## config.mk

```make
export PLATFORM = sky130hd
export DESIGN_NAME = ch_readout_ctrl_flat
export DESIGN_NICKNAME = d
export VERILOG_FILES = /design/src/rtl/ch_readout_ctrl_if.sv /design/src/rtl/ch_readout_ctrl.sv /design/src/flat_wrapper.sv
export SDC_FILE = /design/constraint.sdc
export NUM_CORES = 1
export LEC_CHECK = 0
export ABC_AREA = 1
export CAP_MARGIN = 20
export CORE_ASPECT_RATIO = 2
export CORE_MARGIN = 2
export CORE_UTILIZATION = 54
export DETAILED_ROUTE_END_ITERATION = 10
export PLACE_DENSITY_LB_ADDON = 0.3
export SLEW_MARGIN = 5
export SYNTH_ARGS = -nofsm -noshare
export SYNTH_HDL_FRONTEND = slang
export SYNTH_SLANG_ARGS = --single-unit
```

## constraint.sdc

```tcl
create_clock -name SPI_CLK -period 3.7 [get_ports SPI_CLK]
set_clock_uncertainty 0.05 [all_clocks]
set_input_delay 0.555 -clock SPI_CLK [delete_from_list [all_inputs] [get_ports SPI_CLK]]
set_output_delay 0.555 -clock SPI_CLK [all_outputs]
set_load 0.03 [all_outputs]
```

## src/rtl/ch_readout_ctrl_if.sv

```systemverilog
// Host/channel-side signal bundle for ch_readout_ctrl.
// Macro CH_READOUT_ABORT_EN adds the ABORT/ABORTED pair.
interface ch_readout_ctrl_if #(
    parameter int NUM_CH = 8,
    parameter int CHW    = $clog2(NUM_CH)
);
    logic              START;
    logic [NUM_CH-1:0] CH_MASK;
    logic [NUM_CH-1:0] CNT_SER_IN;
    logic              INST_READOUT;
    logic [2:0]        SELECT_REG;
    logic [CHW-1:0]    CH_SEL;
    logic              SDO;
    logic              SDO_VALID;
    logic              BUSY;
    logic              DONE;
`ifdef CH_READOUT_ABORT_EN
    logic              ABORT;
    logic              ABORTED;

    modport master (
        output START, CH_MASK, CNT_SER_IN, ABORT,
        input  INST_READOUT, SELECT_REG, CH_SEL, SDO, SDO_VALID, BUSY, DONE, ABORTED
    );
    modport slave (
        input  START, CH_MASK, CNT_SER_IN, ABORT,
        output INST_READOUT, SELECT_REG, CH_SEL, SDO, SDO_VALID, BUSY, DONE, ABORTED
    );
`else
    modport master (
        output START, CH_MASK, CNT_SER_IN,
        input  INST_READOUT, SELECT_REG, CH_SEL, SDO, SDO_VALID, BUSY, DONE
    );
    modport slave (
        input  START, CH_MASK, CNT_SER_IN,
        output INST_READOUT, SELECT_REG, CH_SEL, SDO, SDO_VALID, BUSY, DONE
    );
`endif
endinterface

```

## src/rtl/ch_readout_ctrl.sv

```systemverilog
// Multi-channel readout sequencer: latch pulse, byte stepping aligned to the
// serializer bit phase, SDO mux. Optional abort under CH_READOUT_ABORT_EN.
module ch_readout_ctrl #(
    parameter int NUM_CH    = 8,
    parameter int NUM_BYTES = 7,
    parameter int CHW       = $clog2(NUM_CH)
) (
    input logic               SPI_CLK,
    input logic               RST,
    ch_readout_ctrl_if.slave  bus
);

    typedef enum logic [2:0] {S_IDLE, S_LATCH, S_ALIGN, S_SHIFT, S_FIN} state_e;

    state_e            state_q, state_d;
    logic [2:0]        bit_cnt_q;
    logic [2:0]        byte_idx_q, byte_idx_d;
    logic [CHW-1:0]    ch_sel_q, ch_sel_d;
    logic [CHW-1:0]    ch_dly_q;
    logic [NUM_CH-1:0] mask_q, mask_d;
    logic [NUM_CH-1:0] rem_mask;
    logic              vld_q;
`ifdef CH_READOUT_ABORT_EN
    logic              abort_pend_q, abort_pend_d;
    logic              aborted_q, aborted_d;
    logic              abort_hit;
`endif

    function automatic logic [CHW-1:0] lowest_set(input logic [NUM_CH-1:0] m);
        lowest_set = '0;
        for (int i = NUM_CH - 1; i >= 0; i--)
            if (m[i]) lowest_set = CHW'(i);
    endfunction

    always_comb begin
        state_d    = state_q;
        byte_idx_d = byte_idx_q;
        ch_sel_d   = ch_sel_q;
        mask_d     = mask_q;
        // Channels still owed a readout once the current one finishes.
        rem_mask   = mask_q & ~(NUM_CH'(1) << ch_sel_q);
`ifdef CH_READOUT_ABORT_EN
        abort_hit    = abort_pend_q | bus.ABORT;
        abort_pend_d = abort_pend_q;
        aborted_d    = aborted_q;
`endif
        unique case (state_q)
            S_IDLE: begin
                if (bus.START) begin
`ifdef CH_READOUT_ABORT_EN
                    aborted_d = 1'b0;
`endif
                    if (|bus.CH_MASK) begin
                        mask_d     = bus.CH_MASK;
                        ch_sel_d   = lowest_set(bus.CH_MASK);
                        byte_idx_d = '0;
                        state_d    = S_LATCH;
                    end else begin
                        state_d = S_FIN;
                    end
                end
            end
            S_LATCH: state_d = S_ALIGN;
            S_ALIGN: begin
                if (bit_cnt_q == 3'd7) state_d = S_SHIFT;
            end
            S_SHIFT: begin
                if (bit_cnt_q == 3'd7) begin
                    if (byte_idx_q != 3'(NUM_BYTES - 1)) begin
                        byte_idx_d = byte_idx_q + 3'd1;
                    end else begin
                        byte_idx_d = '0;
                        if (rem_mask == '0) begin
                            state_d = S_FIN;
                        end else begin
                            mask_d   = rem_mask;
                            ch_sel_d = lowest_set(rem_mask);
                        end
                    end
                end
            end
            S_FIN:   state_d = S_IDLE;
            default: state_d = S_IDLE;
        endcase
`ifdef CH_READOUT_ABORT_EN
        // Abort is held pending so SHIFT can finish the byte in flight.
        if (state_q == S_LATCH || state_q == S_ALIGN || state_q == S_SHIFT) begin
            abort_pend_d = abort_hit;
            if (abort_hit && (state_q == S_ALIGN ||
                              (state_q == S_SHIFT && bit_cnt_q == 3'd7))) begin
                state_d      = S_FIN;
                aborted_d    = 1'b1;
                abort_pend_d = 1'b0;
            end
        end
`endif
        if (state_d == S_FIN && state_q != S_FIN) begin
            byte_idx_d = '0;
            ch_sel_d   = '0;
            mask_d     = '0;
        end
    end

    always_ff @(posedge SPI_CLK or posedge RST) begin
        if (RST) begin
            state_q      <= S_IDLE;
            bit_cnt_q    <= '0;
            byte_idx_q   <= '0;
            ch_sel_q     <= '0;
            ch_dly_q     <= '0;
            mask_q       <= '0;
            vld_q        <= 1'b0;
`ifdef CH_READOUT_ABORT_EN
            abort_pend_q <= 1'b0;
            aborted_q    <= 1'b0;
`endif
        end else begin
            state_q      <= state_d;
            // Free-running so it stays phase-equal with the channel serializers.
            bit_cnt_q    <= bit_cnt_q + 3'd1;
            byte_idx_q   <= byte_idx_d;
            ch_sel_q     <= ch_sel_d;
            ch_dly_q     <= ch_sel_q;
            mask_q       <= mask_d;
            vld_q        <= (state_q == S_SHIFT);
`ifdef CH_READOUT_ABORT_EN
            abort_pend_q <= abort_pend_d;
            aborted_q    <= aborted_d;
`endif
        end
    end

    // Serializer output is registered, so the data mux uses the delayed select.
    assign bus.SDO          = vld_q & bus.CNT_SER_IN[ch_dly_q];
    assign bus.SDO_VALID    = vld_q;
    assign bus.INST_READOUT = (state_q == S_LATCH);
    assign bus.SELECT_REG   = byte_idx_q;
    assign bus.CH_SEL       = ch_sel_q;
    assign bus.BUSY         = (state_q != S_IDLE);
    assign bus.DONE         = (state_q == S_FIN);
`ifdef CH_READOUT_ABORT_EN
    assign bus.ABORTED      = aborted_q;
`endif

endmodule

```

## src/flat_wrapper.sv

```systemverilog
// flat-port wrapper written by rule: the top's interface ports become plain ports
module ch_readout_ctrl_flat 
#(
    parameter int NUM_CH    = 8,
    parameter int NUM_BYTES = 7,
    parameter int CHW       = $clog2(NUM_CH)
)
  (SPI_CLK, RST, bus_START, bus_CH_MASK, bus_CNT_SER_IN, bus_INST_READOUT, bus_SELECT_REG, bus_CH_SEL, bus_SDO, bus_SDO_VALID, bus_BUSY, bus_DONE);
  ch_readout_ctrl_if #(.NUM_CH(NUM_CH), .CHW(CHW)) bus_i ();
  input logic SPI_CLK;
  input logic RST;
  input wire logic [$bits(bus_i.START)-1:0] bus_START;
  input wire logic [$bits(bus_i.CH_MASK)-1:0] bus_CH_MASK;
  input wire logic [$bits(bus_i.CNT_SER_IN)-1:0] bus_CNT_SER_IN;
  output wire logic [$bits(bus_i.INST_READOUT)-1:0] bus_INST_READOUT;
  output wire logic [$bits(bus_i.SELECT_REG)-1:0] bus_SELECT_REG;
  output wire logic [$bits(bus_i.CH_SEL)-1:0] bus_CH_SEL;
  output wire logic [$bits(bus_i.SDO)-1:0] bus_SDO;
  output wire logic [$bits(bus_i.SDO_VALID)-1:0] bus_SDO_VALID;
  output wire logic [$bits(bus_i.BUSY)-1:0] bus_BUSY;
  output wire logic [$bits(bus_i.DONE)-1:0] bus_DONE;
  assign bus_i.START = bus_START;
  assign bus_i.CH_MASK = bus_CH_MASK;
  assign bus_i.CNT_SER_IN = bus_CNT_SER_IN;
  assign bus_INST_READOUT = bus_i.INST_READOUT;
  assign bus_SELECT_REG = bus_i.SELECT_REG;
  assign bus_CH_SEL = bus_i.CH_SEL;
  assign bus_SDO = bus_i.SDO;
  assign bus_SDO_VALID = bus_i.SDO_VALID;
  assign bus_BUSY = bus_i.BUSY;
  assign bus_DONE = bus_i.DONE;
  ch_readout_ctrl #(.NUM_CH(NUM_CH), .NUM_BYTES(NUM_BYTES), .CHW(CHW)) u_core (.SPI_CLK(SPI_CLK), .RST(RST), .bus(bus_i));
endmodule
```

==> summary.txt <==
Run status: finished clean
Max clock buf depth: 2
Die footprint: 3060 um^2
Row count: 26
Fin util: 71.2%
Final Critical Period: 2780 ps
Post-Syn Area per Cell: 7.34 um^2
Total gr overflow: 0
Worst slew pin tran: 913 ps
First-pass GRT wire length: 6.05 mm
Via Count: 1,476
Initial antenna violation count: 0
Hold_buf cts: 0
Max Cap Viol: 0
WL final: 3.76 mm
Num CTS Buffers: 3
Iteration-0 DRC Markers: 111
Die height: 76.3 um
Worst Path Required: 3090 ps
Antenna Nets Post-Route: 0
Final hold viol count: 0
Final Max Slew Viols: 0
Setup TNS Final: 0 ps
Worst endpoint data arrival time: 2180 ps
Slew Limit Headroom: 39.0%
Pin count of the biggest net entering global routing: 25
#FFs+latches synth: 24
GP Congestion: 0.874
Clock Sinks: 24
Synth warn: 0
Pwr Density: 786 nW/um^2
Mapped Nets: 213
Worst Setup End Kind: output port
Area leader, netlist: dfrtp_1
Final Net Count: 244
IO Port Bufs: 29
Final setup fails: 0
HPWL Detailed: 2.78 mm
First-pass DRT Iterations: 4
Worst-case vdd ir drop: 505 uV
Vias per cell: 5.90
Total chip power: 1.40 mW
Die Width: 40.1 um
GRT Total Usage: 27.8%
Hold slack: 390 ps
Clock Tree Root: clkbuf_8
Commonest non-fill, non-tap cell in the layout: nand2_1
Tightest Hold Check Type: reg -> reg
Wire length per cell: 15.0 um
Core footprint: 2500 um^2
Clk_lat worst skew: 270 ps
Syn Inst Count: 192
Area grow syn2layout: 26.4%
N_diodes: 0
Tcrit/Tclk final: 75.2%
Main area contributors after synthesis: dfrtp_1 (43%), nand2_1 (13%), nand3_1 (6.0%)
Crit-path max FO: 1
Pleak: 0.871 nW
H-tree levels: 1
DRC: 0
Synth unique cells: 28
Seq/Total Area, Yosys: 42.6%
Post-synthesis instance area: 1410 um^2
RSZ-0062 raised after global routing: false
Initial Util: 56.3%
Vias in the first global route: 1,445
Number of top-level pins: 30
Critical setup path kind: in -> out
Post-CTS Setup Inserts: 0
Placed instance area: 1710 um^2
Post-CTS Resized: 0
Synth top area share: 42.6%
Commonest non-fill, non-tap cells in the layout: nand2_1 (49), clkdlybuf4s50_1 (29), dfrtp_1 (24)
Clock slew at reported path FFs: 90 ps
Fin area: 1780 um^2
Layout cells sized above 1: 7.66%
Fmax: 359 MHz
CTS tree: yes
Crit path launch type: primary input
-- state kept, by name (all words and copies together), names as in the netlist --
name	flops
u_core.mask_q	8
u_core.bit_cnt_q	3
u_core.bus.CH_SEL	3
u_core.bus.SELECT_REG	3
u_core.ch_dly_q	3
u_core.state_q	3
u_core.bus.SDO_VALID	1
-- power by group --
| part | internal (mW) | switching (mW) | total (mW) |
|---|---|---|---|
| Sequential | 0.353 | 0.0991 | 0.452 |
| Clock | 0.145 | 0.0900 | 0.235 |
| Combinational | 0.260 | 0.455 | 0.715 |
| Total | 0.758 | 0.644 | 1.40 |
-- stage by stage --
stage          worst slack (ps)  instances
6_report                    917        250
5_1_grt                     856        250
4_1_cts                     894        250
3_5_place_dp                898        246
3_3_place_gp                973        246
2_1_floorplan              1810        192
-- synth_stat cells, drive strengths merged --
| cell | instances |
|---|---|
| o211ai | 2 |
| ha | 2 |
| nand2 | 52 |
| nand3 | 17 |
| o31ai | 1 |
| o21ai | 21 |
| nor3 | 4 |
| a31oi | 5 |
| a21oi | 6 |
| inv | 25 |
| dfrtp | 24 |
| nor2 | 24 |
| nand4 | 2 |
| o21a | 1 |
| o32ai | 1 |
| o2111ai | 1 |
| and2 | 1 |
| buf | 3 |
-- per-layer routing --
layer | global-route usage, % | up-vias | wire [um]
li1 | - | 693 | -
met1 | 26.8 | 689 | 1280
met2 | 50.0 | 73 | 2180
met3 | 2.04 | 21 | 168
met4 | 16.9 | 0 | 133
met5 | 0 | - | 0
-- kinds of logic after synthesis --
logic type | after synthesis | synth area share (%)
compound gates | 38 | 16.2
fa+ha+maj | 2 | 1.77
buf+inv | 28 | 8.52
flops | 24 | 42.6
simple gates | 100 | 30.9
-- path summary, 6_finish.rpt --
path / end / slack [ps] / start / cells after the start
setup / recovery: bus_SDO / 920 / bus_CNT_SER_IN[0] / 6
hold / removal: u_core.bit_cnt_q[0] / 390 / u_core.bit_cnt_q[0] / 1
setup reg to reg: u_core.mask_q[7] / 1930 / u_core.bit_cnt_q[0] / 8
hold reg to reg: u_core.bit_cnt_q[0] / 390 / u_core.bit_cnt_q[0] / 1
max in group asynchronous: u_core.ch_dly_q[1] / 2320 / RST / 2
min in group asynchronous: u_core.mask_q[1] / 730 / RST / 2
-- worst max-delay path: stages --
cell	delay [ps]
clkdlybuf4s50_1	460
nor2_1	40
o32ai_1	270
nor2_1	60
nor2_1	100
clkdlybuf4s50_1	690
-- final cells by class --
cell class	count	area, um^2
clock buffers	3	41.3
clock inverters	1	30.0
fillers	215	722
inverters	25	96.3
multi-input cells	140	689
flip-flops and latches	24	601
well taps	28	35.0
repair buffers	29	290
Power figures use the tool's default switching activity.
